`config.mk`:
```
export PLATFORM = sky130hd
export DESIGN_NAME = result_drain_flat
export DESIGN_NICKNAME = d
export VERILOG_FILES = /design/src/rtl/result_drain_if.sv /design/src/rtl/result_drain.sv /design/src/flat_wrapper.sv
export SDC_FILE = /design/constraint.sdc
export NUM_CORES = 1
export LEC_CHECK = 0
export ABC_CLOCK_PERIOD_IN_PS = 7800
export BUFFER_PORTS_ARGS = -buffer_cell sky130_fd_sc_hd__buf_2
export CAP_MARGIN = 5
export CORE_AREA = 2 2 130 132
export CTS_CLUSTER_DIAMETER = 50
export DETAILED_ROUTE_END_ITERATION = 8
export DIE_AREA = 0 0 132 134
export PLACE_DENSITY = 0.81
export REMOVE_ABC_BUFFERS = 1
export SLEW_MARGIN = 5
export SYNTH_ARGS = -nofsm -noshare
export SYNTH_HDL_FRONTEND = slang
export SYNTH_SLANG_ARGS = --single-unit
```
`constraint.sdc`:
```
create_clock -name clk -period 7.8 [get_ports clk]
set_clock_uncertainty 0.15 [all_clocks]
set_input_delay 0.39 -clock clk [delete_from_list [all_inputs] [get_ports clk]]
set_output_delay 0.39 -clock clk [all_outputs]
set_load 0.02 [all_outputs]
```
`src/rtl/result_drain_if.sv`:
```
// result_drain output stream: one saturated result element per transfer.
// Master drives the word and its tags; slave returns ready.
interface result_drain_if #(
    parameter int OUT_WIDTH = 16,
    parameter int IDX_W     = 4
);
    logic                        m_valid;
    logic                        m_ready;
    logic signed [OUT_WIDTH-1:0] m_data;
    logic [IDX_W-1:0]            m_index;
    logic                        m_last;
    logic                        m_sat;

    modport master (
        output m_valid,
        output m_data,
        output m_index,
        output m_last,
        output m_sat,
        input  m_ready
    );

    modport slave (
        input  m_valid,
        input  m_data,
        input  m_index,
        input  m_last,
        input  m_sat,
        output m_ready
    );
endinterface

```
`src/rtl/result_drain.sv`:
```
// result_drain: captures a systolic multiplier result on done_in and
// streams it row-major with signed saturation to OUT_WIDTH.
module result_drain #(
    parameter  int ARRAY_SIZE = 3,
    parameter  int DATA_WIDTH = 8,
    parameter  int OUT_WIDTH  = 16,
    localparam int ACC        = 2 * DATA_WIDTH,
    localparam int E          = ARRAY_SIZE * ARRAY_SIZE,
    localparam int IDX_W      = $clog2(E)
) (
    input  logic                  clk,
    input  logic                  rst_n,
    input  logic                  done_in,
    input  logic signed [ACC-1:0] result_in [E],
    input  logic                  clear_err,
    result_drain_if.master        m,
    output logic                  busy,
    output logic                  overrun,
    output logic [7:0]            frame_count
);

    typedef enum logic {
        IDLE,
        STREAM
    } state_t;

    localparam logic [IDX_W-1:0] LAST_IDX = IDX_W'(E - 1);

    state_t                      state_q, state_d;
    logic signed [ACC-1:0]       buf_q [E];
    logic [IDX_W-1:0]            idx_q, idx_d, nxt_idx;
    logic                        valid_q, valid_d;
    logic signed [OUT_WIDTH-1:0] data_q, data_d;
    logic                        sat_q, sat_d;
    logic                        last_q, last_d;
    logic                        ovr_q;
    logic [7:0]                  frame_q;
    logic                        hs, last_hs;
    logic                        capture, drop, frame_inc;

    // Returns {clamped, value}; fits iff all bits above the sign agree.
    function automatic logic [OUT_WIDTH:0] sat_fn(
        input logic signed [ACC-1:0] v
    );
        logic [ACC-OUT_WIDTH:0] hi;
        hi = v[ACC-1:OUT_WIDTH-1];
        if (&hi || ~|hi)
            sat_fn = {1'b0, v[OUT_WIDTH-1:0]};
        else if (v[ACC-1])
            sat_fn = {2'b11, {(OUT_WIDTH-1){1'b0}}};
        else
            sat_fn = {2'b10, {(OUT_WIDTH-1){1'b1}}};
    endfunction

    always_comb begin
        state_d   = state_q;
        valid_d   = valid_q;
        idx_d     = idx_q;
        data_d    = data_q;
        sat_d     = sat_q;
        last_d    = last_q;
        capture   = 1'b0;
        drop      = 1'b0;
        frame_inc = 1'b0;
        nxt_idx   = idx_q + 1'b1;
        hs        = valid_q && m.m_ready;
        last_hs   = hs && (idx_q == LAST_IDX);
        unique case (state_q)
            IDLE: begin
                if (done_in) begin
                    capture          = 1'b1;
                    state_d          = STREAM;
                    valid_d          = 1'b1;
                    idx_d            = '0;
                    {sat_d, data_d}  = sat_fn(result_in[0]);
                    last_d           = (LAST_IDX == '0);
                end
            end
            STREAM: begin
                if (last_hs) begin
                    frame_inc = 1'b1;
                    if (done_in) begin
                        capture         = 1'b1;
                        idx_d           = '0;
                        {sat_d, data_d} = sat_fn(result_in[0]);
                        last_d          = (LAST_IDX == '0);
                    end else begin
                        valid_d = 1'b0;
                        state_d = IDLE;
                    end
                end else begin
                    drop = done_in;
                    if (hs) begin
                        idx_d           = nxt_idx;
                        {sat_d, data_d} = sat_fn(buf_q[nxt_idx]);
                        last_d          = (nxt_idx == LAST_IDX);
                    end
                end
            end
            default: state_d = IDLE;
        endcase
    end

    always_ff @(posedge clk) begin
        if (!rst_n) begin
            state_q <= IDLE;
            valid_q <= 1'b0;
            idx_q   <= '0;
            data_q  <= '0;
            sat_q   <= 1'b0;
            last_q  <= 1'b0;
            ovr_q   <= 1'b0;
            frame_q <= '0;
            for (int i = 0; i < E; i++) buf_q[i] <= '0;
        end else begin
            state_q <= state_d;
            valid_q <= valid_d;
            idx_q   <= idx_d;
            data_q  <= data_d;
            sat_q   <= sat_d;
            last_q  <= last_d;
            if (capture)
                for (int i = 0; i < E; i++) buf_q[i] <= result_in[i];
            if (frame_inc)
                frame_q <= frame_q + 8'd1;
            if (drop)
                ovr_q <= 1'b1;
            else if (clear_err)
                ovr_q <= 1'b0;
        end
    end

    assign m.m_valid   = valid_q;
    assign m.m_data    = data_q;
    assign m.m_index   = idx_q;
    assign m.m_last    = last_q;
    assign m.m_sat     = sat_q;
    assign busy        = (state_q == STREAM);
    assign overrun     = ovr_q;
    assign frame_count = frame_q;

endmodule

```
`src/flat_wrapper.sv`:
```
// flat-port wrapper written by rule: the top's interface ports become plain ports
module result_drain_flat 
#(
    parameter  int ARRAY_SIZE = 3,
    parameter  int DATA_WIDTH = 8,
    parameter  int OUT_WIDTH  = 16,
    localparam int ACC        = 2 * DATA_WIDTH,
    localparam int E          = ARRAY_SIZE * ARRAY_SIZE,
    localparam int IDX_W      = $clog2(E)
)
  (clk, rst_n, done_in, result_in, clear_err, busy, overrun, frame_count, m_m_valid, m_m_data, m_m_index, m_m_last, m_m_sat, m_m_ready);
  result_drain_if #(.OUT_WIDTH(OUT_WIDTH)) m_i ();
  input  logic clk;
  input  logic rst_n;
  input  logic done_in;
  input  logic signed [ACC-1:0] result_in[E];
  input  logic clear_err;
  output logic busy;
  output logic overrun;
  output logic [7:0] frame_count;
  output wire logic [$bits(m_i.m_valid)-1:0] m_m_valid;
  output wire logic [$bits(m_i.m_data)-1:0] m_m_data;
  output wire logic [$bits(m_i.m_index)-1:0] m_m_index;
  output wire logic [$bits(m_i.m_last)-1:0] m_m_last;
  output wire logic [$bits(m_i.m_sat)-1:0] m_m_sat;
  input wire logic [$bits(m_i.m_ready)-1:0] m_m_ready;
  assign m_m_valid = m_i.m_valid;
  assign m_m_data = m_i.m_data;
  assign m_m_index = m_i.m_index;
  assign m_m_last = m_i.m_last;
  assign m_m_sat = m_i.m_sat;
  assign m_i.m_ready = m_m_ready;
  result_drain #(.ARRAY_SIZE(ARRAY_SIZE), .DATA_WIDTH(DATA_WIDTH), .OUT_WIDTH(OUT_WIDTH)) u_core (.clk(clk), .rst_n(rst_n), .done_in(done_in), .result_in(result_in), .clear_err(clear_err), .m(m_i), .busy(busy), .overrun(overrun), .frame_count(frame_count));
endmodule
```
After elaboration in Yosys (flattened, before gate mapping)
Memory sizes are Yosys's and may differ from the RTL's.
Cells that the tools add are included.
- register bits after elaboration: 33
- bits in latches: 0
- bits in writable memories: 144
- memory bits (read-only): 0
- input port bits: 149
- output and inout port bits: 33
- logic and storage cells: 75
- memories: 1
- memories (name ; words ; width ; read ports ; clocked after memory_dff ; write ports ; line ; text):
    u_core.buf_q ; 9 ; 16 ; 1 ; 0 ; 9 ; result_drain.sv:30 ; logic signed [ACC-1:0] buf_q [E];
- add/sub/neg operators: 2
- $mul: 0
- div/mod/pow operators: 0
- magnitude comparators: 0
- eq/ne operators: 6
- shift operators: 0
- muxes and demuxes: 44
- bitwise operators: 10
- reductions and logical operators: 4
- operators by type and width (cell ; count):
    two-way mux 16 bit ; 12
    case mux 16 bit (2 select lines) ; 1
    two-way mux 1 bit ; 22
    two-way mux 4 bit ; 3
    case mux 1 bit (2 select lines) ; 5
    bitwise OR 1 bit ; 9
    adder 8 x 1 -> 8 bit (second input constant) ; 1
    equality test 4 bit (second input constant) ; 2
    case mux 4 bit (2 select lines) ; 1
    inequality test 2 bit (second input constant) ; 3
    adder 4 x 1 -> 4 bit (second input constant) ; 1
    inequality test 3 bit (second input constant) ; 1
    AND reduction 3 bit ; 1
    logical AND 1 bit ; 2
    nonzero test 2 bit ; 1
    NOT 1 bit ; 1

Depth between registers and ports, before layout
Gate-level depths: netlist of the first run.
- word-level depth: 8
- gate-level depth with buffers: 10
- mapped depth without buffers: 6

Worst setup path after synthesis of the first run
Ideal clock, no wire load.
- path kind: reg2reg
- start: register u_core.idx_q[0], in the netlist u_core.m.m_index[0]
- end: memory u_core.buf_q[0][0] in the netlist's numbering (enable)
- setup time: 1229 ps
- data arrival time: 4228 ps
- data required time: 6421 ps
- setup slack: 2193 ps
- cell stages (with the launch flop): 9
- path buffers: 3
- period minus slack after synthesis: 5607 ps
- cell sequence: dfxtp_1 buf_6 clkbuf_1 inv_1 ha_1 nand3b_2 o21a_2 buf_2 nand2_1
- RTL lines (item ; line ; text):
    start: declaration ; result_drain.sv:31 ; logic [IDX_W-1:0] idx_q, idx_d, nxt_idx;
    start signal: assignment ; result_drain.sv:118 ; idx_q <= idx_d;
    end: declaration ; result_drain.sv:30 ;

==> qor.yml, run 1 <==
outcome: "completed"
p_per_area_nw_per_um2: 226
setup_viol: 0
worstSetupPathType: "flip-flop to flip-flop"
hold_buffers: 0
antenna_found_initial: 0
synth_top_family_by_area: "simple AND/OR/NAND/NOR gates"
cap_violations: 0
netlist_area_um2: 8050
synthXorXnorAreaFrac: 0.0140
swShare: 0.214
clkPwrFrac: 0.404
top_level_ports: 182
crit_chain: "inv_1 > ha_2 > nand3b_2 > o21a_2 > nand2_4 > buf_4"
path_buf_inv: 2
hold_viol: 0
hold_path_class: "input port to flip-flop"
slew_headroom: 0.183
nets: 879
vias_per_cell: 5.37
cts_buffer_depth: 2
path_delay_family: "buffers and inverters"
wirelength_mm: 17.4
syn_avg_cell_area_um2: 14.3
core_um2: 16300
drc: 0
peakVddDrop_mv: 0.141
gp_routability_congestion: 0.783
cts_setup_buffers: 0
yosys.area_share.simple: 0.170
combPwrFrac: 0.085
n_antenna_cell: 0
synth-edff-count: 144
clk_pin_slew_worst_paths_ns: 0.06
dp.final_hpwl_mm: 11.1
rows: 47
yosys_warnings: 0
max_freq_mhz: 286
cp_slowest_cell: "buf_4"
cts.sink_count: 177
clock-root-buffer: "clkbuf_16"
finalSetupTns_ns: 0
h-tree-depth: 4
p_int_uw: 1720
drive_gt1_frac: 0.361
synth_seq_cells: 177
critPathRequiredTime_ns: 7.69
synthAdderAreaFrac: 0.00466
whs_ns: 0.0866
grt_pass1_wl_mm: 27.2
synthFlopType: "edfxtp_1"
drt_iter0_markers: 378
cts_resized: 0
p_switching_uw: 467
cpPeakStageDelay_ns: 0.95
dr.pass1.iters: 5
seq_power_share: 0.512
async_reset_ff_frac: 0
start_util: 0.494
fin_crit_sh: 0.448
io_buffer_count: 181
fin_crit_ns: 3.49
die_w_um: 132
grt_pass1_vias: 5354
die_area_um2: 17700
cellLeakagePower_uw: 0.00384
worst_pin_slew_ns: 1.22
seq_area_frac_synth: 0.619
cts_buffers: 17
area_delta_synth_final_pct: 19.9
ys_types: 48
cp.arrival_ns: 3.38
synth_mux_area_frac: 0.0942
track_usage: 0.202
synth_compound_area_frac: 0.0639
ant_nets: 0
start_kind: "flip-flop"
cts_tree: "built"
grt_overflow: 0
cp-end-kind: "flip-flop"
path_max_fanout: 88
synthCells: 562
grt_max_degree: 89
routed-via-count: 5157
rsz0062_at_grt: "false"
slew_viol_final: 0
wl_per_cell_um: 18.2
clock_latency_ns: 0.43
die_h_um: 134
## stage by stage
step                      instance area, um^2  power [uW]  setup WS [ns]  utilization  instances
after floorplan                          7790        1240           1.63            -        522
after global placement                   9020        1310           4.33        0.554        927
after detailed placement                 9020        1320           4.16        0.554        927
after CTS                                9630        2200           4.29        0.591        959
after global routing                     9650        2260           4.09        0.593        960
final                                    9650        2180           4.31        0.593        960
## per-layer routing
| metal | vias to the layer above | track usage | share of wire | wire length (um) |
|---|---|---|---|---|
| met5 | - | 0 | 0 | 0 |
| met4 | 0 | 0.0743 | 0.011 | 191 |
| met3 | 20 | 0.0450 | 0.058 | 1020 |
| met2 | 186 | 0.338 | 0.51 | 8970 |
| met1 | 2518 | 0.260 | 0.42 | 7260 |
| li1 | 2433 | - | - | - |
## registers in the layout, summed over array words and instances, names as in the netlist
register,count
u_core.m.m_data,16
u_core.m.m_index,4
u_core.frame_count,8
u_core.m.m_sat,1
u_core.m.m_valid,1
u_core.m.m_last,1
u_core.buf_q,144
u_core.busy,1
u_core.overrun,1
## power by group through the flow
stage                     clock network [uW]  logic (uW)  registers (uW)
final                                    881         185            1120
after global routing                     932         202            1120
after CTS                                894         186            1120
after detailed placement                   0         184            1140
after global placement                     0         179            1130
after floorplan                            0        92.5            1150
## cells in the mapped netlist, drive strengths merged (4+ instances only)
cell type	number	area, um^2
edfxtp	144	4320
a21oi	11	55.1
clkbuf	17	63.8
o22ai	6	37.5
nor2	14	60.1
dfxtp	33	661
and2	145	907
xor2	6	60.1
a2111oi	13	154
mux4	29	657
o221ai	16	140
nor2b	14	87.6
nor3	28	140
mux2	9	101
nand4	4	25.0
buf	23	196
nand3	7	40.0
nand2	10	37.5
## worst reg2reg max path, delay by kind of cell (launching register included)
kind	cells	cell delay, ns
and+or+nand+nor	2	0.83
buffers and inverters	2	1.05
adders and majority gates	1	0.18
DFF	1	0.36
AOI/OAI and AO/OA	1	0.43
## cell type report
type                       count  area [um^2]
sequential                   177         4990
clock buffer                  21          440
fill                        1273         6640
multi-input combinational    341         2810
clock inverter                11          163
timing repair buffer         186          963
inverter                       4         15.0
tap                          220          275
## cell families (layout without fill, tap and decap cells)
family,after synthesis,count (layout)
buf+inv,44,222
simple gates,231,231
compound gates,60,60
xor+xnor,9,9
fa+ha+maj,3,3
mux,38,38
flops,177,177
## placed cells by master (no fill, tap or decap), types with 2 or more instances in the layout
cell type and count:
dfxtp_1 32, inv_1 3, nor3_1 28, a2111oi_0 5
nand2b_1 3, ha_1 2, a2111oi_2 6, clkbuf_16 17
mux4_2 28, nand3_1 6, a21o_1 3, o21ai_0 2
a21oi_1 11, o22ai_1 6, clkbuf_1 4, mux2_2 9
nand4_1 4, o2111ai_1 3, a2111oi_1 2, buf_2 181
bufinv_16 4, nor2_1 13, nor2b_1 14, and4_1 2
edfxtp_1 144, nand2_1 9, and2_1 145, clkinvlp_4 2
buf_4 4, o221ai_1 16, clkinv_2 3, clkinv_1 2
xor2_1 5
## final timing paths
check | startpoint | to | slack (ns) | cells after the start
hold reg to reg | u_core.m.m_sat | u_core.m.m_sat | 0.32 | 2
setup reg to reg | u_core.m.m_index[1] | u_core.buf_q[8][12] | 4.31 | 6
hold / removal | result_in[18] | u_core.buf_q[7][2] | 0.09 | 2
setup / recovery | u_core.m.m_index[1] | u_core.buf_q[8][12] | 4.31 | 6
(Power assumes the default switching activity.)
==> inputs of run 2 (changes only) <==
--- a/config.mk
+++ b/config.mk
@@ -5,14 +5,15 @@
 export SDC_FILE = /design/constraint.sdc
 export NUM_CORES = 1
 export LEC_CHECK = 0
-export ABC_CLOCK_PERIOD_IN_PS = 7800
+export ABC_AREA = 1
+export ABC_CLOCK_PERIOD_IN_PS = 2900
 export BUFFER_PORTS_ARGS = -buffer_cell sky130_fd_sc_hd__buf_2
 export CAP_MARGIN = 5
-export CORE_AREA = 2 2 130 132
+export CORE_AREA = 2 2 136 138
 export CTS_CLUSTER_DIAMETER = 50
 export DETAILED_ROUTE_END_ITERATION = 8
-export DIE_AREA = 0 0 132 134
-export PLACE_DENSITY = 0.81
+export DIE_AREA = 0 0 138 140
+export PLACE_DENSITY = 0.83
 export REMOVE_ABC_BUFFERS = 1
 export SLEW_MARGIN = 5
 export SYNTH_ARGS = -nofsm -noshare
==> constraint.sdc (replaced) <==
create_clock -name clk -period 2.9 [get_ports clk]
set_clock_uncertainty 0.15 [all_clocks]
set_input_delay 0.145 -clock clk [delete_from_list [all_inputs] [get_ports clk]]
set_output_delay 0.145 -clock clk [all_outputs]
set_load 0.02 [all_outputs]
==> qor.yml, run 2 <==
synthAdderAreaFrac: 0.00427
fillers: 1344
p_per_area_nw_per_um2: 506
nets: 1515
drt_iter0_markers: 593
reg2reg_from: "u_core.m.m_index[1]"
dr.pass1.iters: 5
synth_area_leaders: "edfxtp_1, inv_1, nand2_1"
wirelength_mm: 25.0
cp-end-kind: "flip-flop"
ys_types: 29
fin_cells: 1606
min_from: "rst_n"
die_h_um: 140
synthXorXnorAreaFrac: 0.00570
synth_mux_area_frac: 0
path_max_fanout: 36
synth_seq_cells: 177
rsz0062_at_grt: "false"
ant_nets: 0
worstSetupPathType: "flip-flop to flip-flop"
h-tree-depth: 4
largest_register_ff_count: 144
top_register: "u_core.buf_q"
outcome: "completed"
cts.sink_count: 177
utilization: 0.669
worst-r2r-setup-slack_ns: 0.27
synth_compound_area_frac: 0.0353
layout_common_cells: "inv_1, nand2_1, buf_2, nor2_1, dlygate4sd3_1"
cts_setup_buffers: 0
gp_routability_congestion: 0.851
cellLeakagePower_uw: 0.00585
cts_tree: "built"
track_usage: 0.259
clock-root-buffer: "clkbuf_16"
worst_pin_slew_ns: 1.02
wl_per_cell_um: 15.6
dp.final_hpwl_mm: 14.2
rows: 49
grt_pass1_vias: 7891
cap_violations: 0
peakVddDrop_mv: 0.476
antenna_found_initial: 1
fin_crit_ns: 2.63
power.total_uw: 6010
path_delay_family: "simple AND/OR/NAND/NOR gates"
crit_start: "u_core.m.m_index[1]"
cts_resized: 0
dp.cells: 1427
vias_per_cell: 4.92
crit_chain: "inv_1 > ha_2 > nand3_2 > nand2_4 > nand2_1 > nand2_4 > buf_4"
slew_viol_final: 0
clock_latency_ns: 0.43
whs_ns: 0.0326
die_area_um2: 19300
area_delta_synth_final_pct: 35.5
start_kind: "flip-flop"
critPathRequiredTime_ns: 2.86
synth-edff-count: 144
multi_input_area_um2: 2660
netlist_area_um2: 8780
cpPeakStageDelay_ns: 0.51
grt_max_degree: 68
fin_crit_sh: 0.908
path_buf_inv: 2
core_um2: 17800
hold_viol: 0
max_freq_mhz: 380
regArea_um2: 4990
slew_headroom: 0.320
cp_slowest_cell: "nand2_4"
hold_depth: 3
synthTopCellsByCount: "inv_1, nand2_1, nor2_1"
io_buffer_count: 181
routed-via-count: 7908
synthCells: 1051
yosysTopAreaCellShare: 0.492
r2r-end: "u_core.buf_q[5][4]"
async_reset_ff_frac: 0
yosys_warnings: 0
synthFlopType: "edfxtp_1"
synth_top_family_by_area: "simple AND/OR/NAND/NOR gates"
die_w_um: 138
setup_viol: 0
start_util: 0.494
min_to: "u_core.frame_count[0]"
cp.arrival_ns: 2.59
yosys.area_share.simple: 0.257
synth.most_common_cell: "inv_1"
seq_area_frac_synth: 0.568
cts_buffers: 17
drc: 0
reg2reg_depth: 7
cp_num_cells: 7
syn_avg_cell_area_um2: 8.35
grt_pass1_wl_mm: 39.4
top_level_ports: 182
grt_overflow: 0
drive_gt1_frac: 0.190
yosys.area.top_type: "edfxtp_1"
cpMostUsedCell: "nand2_4"
clk_pin_slew_worst_paths_ns: 0.07
cts_buffer_depth: 2
hold_path_class: "input port to flip-flop"
final_common_cell: "inv_1"
run 2: where the power goes:
| group | leakage [uW] | total (uW) | internal (uW) | switching, uW |
|---|---|---|---|---|
| Clock | 0.000255 | 2170 | 1160 | 1010 |
| Combinational | 0.00377 | 841 | 373 | 468 |
| Sequential | 0.00182 | 3000 | 2940 | 63.3 |
run 2: final cells by class:
type / instances / share of cell area
clock buffers: 19 / 0.0382
repair buffers: 347 / 0.215
well taps: 229 / 0.0241
diodes: 1 / 0.000210
multi-input cells: 595 / 0.224
flip-flops and latches: 177 / 0.419
inverters: 225 / 0.0710
clock inverters: 13 / 0.00852
run 2: logic make-up after synthesis:
family | after synthesis
DFF | 177
buffers and inverters | 279
adders and majority gates | 3
AOI/OAI and AO/OA | 61
and+or+nand+nor | 527
xor gates and xnor gates | 4
run 2: worst max-delay path by stage:
stage	end	slack [ns]
after floorplan	u_core.buf_q[0][0]	-4.49
after global placement	u_core.buf_q[6][2]	0.43
after detailed placement	u_core.buf_q[6][2]	0.27
after CTS	u_core.buf_q[6][2]	0.26
after global routing	u_core.buf_q[6][2]	0.13
final	u_core.buf_q[5][4]	0.27
run 2: worst min-delay path, delay by kind of cell:
family / cells / cell delay (ns)
buffers and inverters: 1 / 0.26
and+or+nand+nor: 2 / 0.16
run 2: layer usage:
metal / part of all wire / track usage
met1: 0.39 / 0.310
met2: 0.50 / 0.453
met3: 0.075 / 0.0598
met4: 0.031 / 0.104
met5: 0 / 0
run 2: what timing repair did:
action,in CTS,in global routing
setup endpoints to repair,0,0
hold endpoints to repair,146,0
hold buffers,146,0
run 2: stage by stage:
step	area (um^2)	setup slack, ns	TNS (ns)
global route	11900	0.128	0
global placement	9870	0.426	0
finish	11900	0.267	0
CTS	11900	0.257	0
detailed placement	9870	0.268	0
floorplan	8480	-4.49	-969.54
==> inputs of run 3 (changes only) <==
--- a/config.mk
+++ b/config.mk
@@ -6,13 +6,14 @@
 export NUM_CORES = 1
 export LEC_CHECK = 0
 export ABC_AREA = 1
-export ABC_CLOCK_PERIOD_IN_PS = 2900
+export ABC_CLOCK_PERIOD_IN_PS = 2300
 export BUFFER_PORTS_ARGS = -buffer_cell sky130_fd_sc_hd__buf_2
 export CAP_MARGIN = 5
 export CORE_AREA = 2 2 136 138
 export CTS_CLUSTER_DIAMETER = 50
 export DETAILED_ROUTE_END_ITERATION = 8
 export DIE_AREA = 0 0 138 140
+export GPL_TIMING_DRIVEN = 0
 export PLACE_DENSITY = 0.83
 export REMOVE_ABC_BUFFERS = 1
 export SLEW_MARGIN = 5
==> constraint.sdc (replaced) <==
create_clock -name clk -period 2.3 [get_ports clk]
set_clock_uncertainty 0.15 [all_clocks]
set_input_delay 0.115 -clock clk [delete_from_list [all_inputs] [get_ports clk]]
set_output_delay 0.115 -clock clk [all_outputs]
set_load 0.02 [all_outputs]
==> qor.yml, run 3 (same netlist as run 2, synthesis figures left out) <==
drt_iter0_markers: 650
final_common_cell: "inv_1"
grt_max_degree: 72
grt_overflow: 0
p_per_area_nw_per_um2: 640
dp_slack_ns: -2.16
drc: 0
core_um2: 17800
top_level_ports: 182
ant_nets: 0
path_max_fanout: 17
area_delta_synth_final_pct: 43.4
reg2reg_from: "u_core.m.m_index[0]"
slew_headroom: 0.523
die_w_um: 138
nets: 1539
hold_depth: 3
cts_buffers: 17
cpPeakStageDelay_ns: 0.43
cellLeakagePower_uw: 0.00617
clock_latency_ns: 0.42
rows: 49
cp.arrival_ns: 2.25
gp_routability_congestion: 0.768
cap_violations: 0
top_register: "u_core.buf_q"
die_h_um: 140
fin_crit_ns: 2.24
worstSetupPathType: "flip-flop to flip-flop"
start_kind: "flip-flop"
peakVddDrop_mv: 0.526
min_to: "u_core.overrun"
crit_chain: "inv_12 > buf_16 > ha_4 > nand3_4 > nand2_8 > buf_12 > nand3_4 > buf_12 > buf_4 > nor2_1"
fin_crit_sh: 0.972
dr.pass1.iters: 7
vias_per_cell: 5.09
r2r-end: "u_core.buf_q[8][15]"
wirelength_mm: 29.0
outcome: "completed"
io_buffer_count: 181
h-tree-depth: 4
largest_register_ff_count: 144
hold_path_class: "input port to flip-flop"
grt_pass1_wl_mm: 43.5
max_freq_mhz: 447
cp-end-kind: "flip-flop"
cts.sink_count: 177
critPathRequiredTime_ns: 2.32
cp_slowest_cell: "dfxtp_4"
grt_pass1_vias: 8459
power.total_uw: 8060
start_util: 0.494
die_area_um2: 19300
dp.final_hpwl_mm: 13.2
reg2reg_depth: 10
track_usage: 0.290
slew_viol_final: 0
clk_pin_slew_worst_paths_ns: 0.06
drive_gt1_frac: 0.209
antenna_found_initial: 1
setup_viol: 0
worst-r2r-setup-slack_ns: 0.06
cts_buffer_depth: 2
layout_common_cells: "inv_1, nand2_1, buf_2, nor2_1, dlygate4sd3_1"
cts_tree: "built"
routed-via-count: 8292
wl_per_cell_um: 17.8
finalSetupTns_ns: 0
fillers: 1236
worst_slack_ns: 0.0640
min_from: "done_in"
clock-root-buffer: "clkbuf_16"
worst_pin_slew_ns: 0.715
hold_viol: 0
## run 3: cell count changes in the layout (fill, tap and decap cells not counted), moves of 3 or more
cell       change
buf_16         +8
buf_12         +4
bufbuf_16      +3
bufinv_16      +3
nand2_8        +3
## run 3: where the power goes
part / switching (uW) / internal [uW] / total (uW)
logic: 655 / 554 / 1210
clock network: 1280 / 1780 / 3060
registers: 83.7 / 3710 / 3790
## run 3: worst max path at each step
stage	startpoint	end	slack (ns)	cells after the start
floorplan	u_core.m.m_index[0]	u_core.buf_q[0][0]	-5.09	6
global placement	u_core.m.m_index[0]	u_core.buf_q[0][0]	-9.04	6
detailed placement	u_core.m.m_index[0]	u_core.buf_q[6][6]	-2.16	9
CTS	u_core.m.m_index[0]	u_core.buf_q[0][12]	-0.002	9
global route	u_core.m.m_index[0]	u_core.buf_q[2][4]	-0.006	10
finish	u_core.m.m_index[0]	u_core.buf_q[8][15]	0.06	10
## run 3: repair_timing
item	in CTS	in global routing
pin swaps	3	1
gates cloned	10	4
endpoints found under the hold margin	153	0
gates resized for setup	21	9
hold buffers	146	0
setup buffers	17	8
endpoints found under the setup margin	321	178
## run 3: critical path, delay by kind of cell, from the launching register on
family	cells	cell delay [ns]
flip-flops	1	0.43
buffers and inverters	5	0.78
adder cells (fa/ha/maj)	1	0.16
AND/OR/NAND/NOR	4	0.43
## run 3: layout make-up
cell class / instances / area, um^2 / area share
Inverter: 225 / 867 / 0.0689
Timing Repair Buffer: 365 / 3020 / 0.240
Sequential cell: 177 / 4990 / 0.396
Clock inverter: 11 / 153 / 0.0121
Tap cell: 229 / 287 / 0.0228
Antenna cell: 1 / 2.50 / 0.000199
Timing Repair inverter: 3 / 23.8 / 0.00189
Multi-Input combinational cell: 598 / 2790 / 0.221
Clock buffer: 21 / 460 / 0.0366
## run 3: through the flow
stage               hold slack (ns)  instances  area, um^2   util
floorplan                    0.0863        997        8480      -
global placement              0.261       1407        9680  0.544
detailed placement            0.266       1412        9820  0.552
CTS                          0.0157       1617       12400  0.697
global route                 0.0603       1630       12600  0.708
finish                       0.0549       1630       12600  0.708
## run 3: routing by layer
metal | wire, um | global-route usage | vias to the layer above
met3 | 2300 | 0.0629 | 71
met5 | 0 | 0 | -
li1 | - | - | 3947
met1 | 11100 | 0.340 | 3858
met4 | 847 | 0.113 | 0
met2 | 14700 | 0.521 | 416
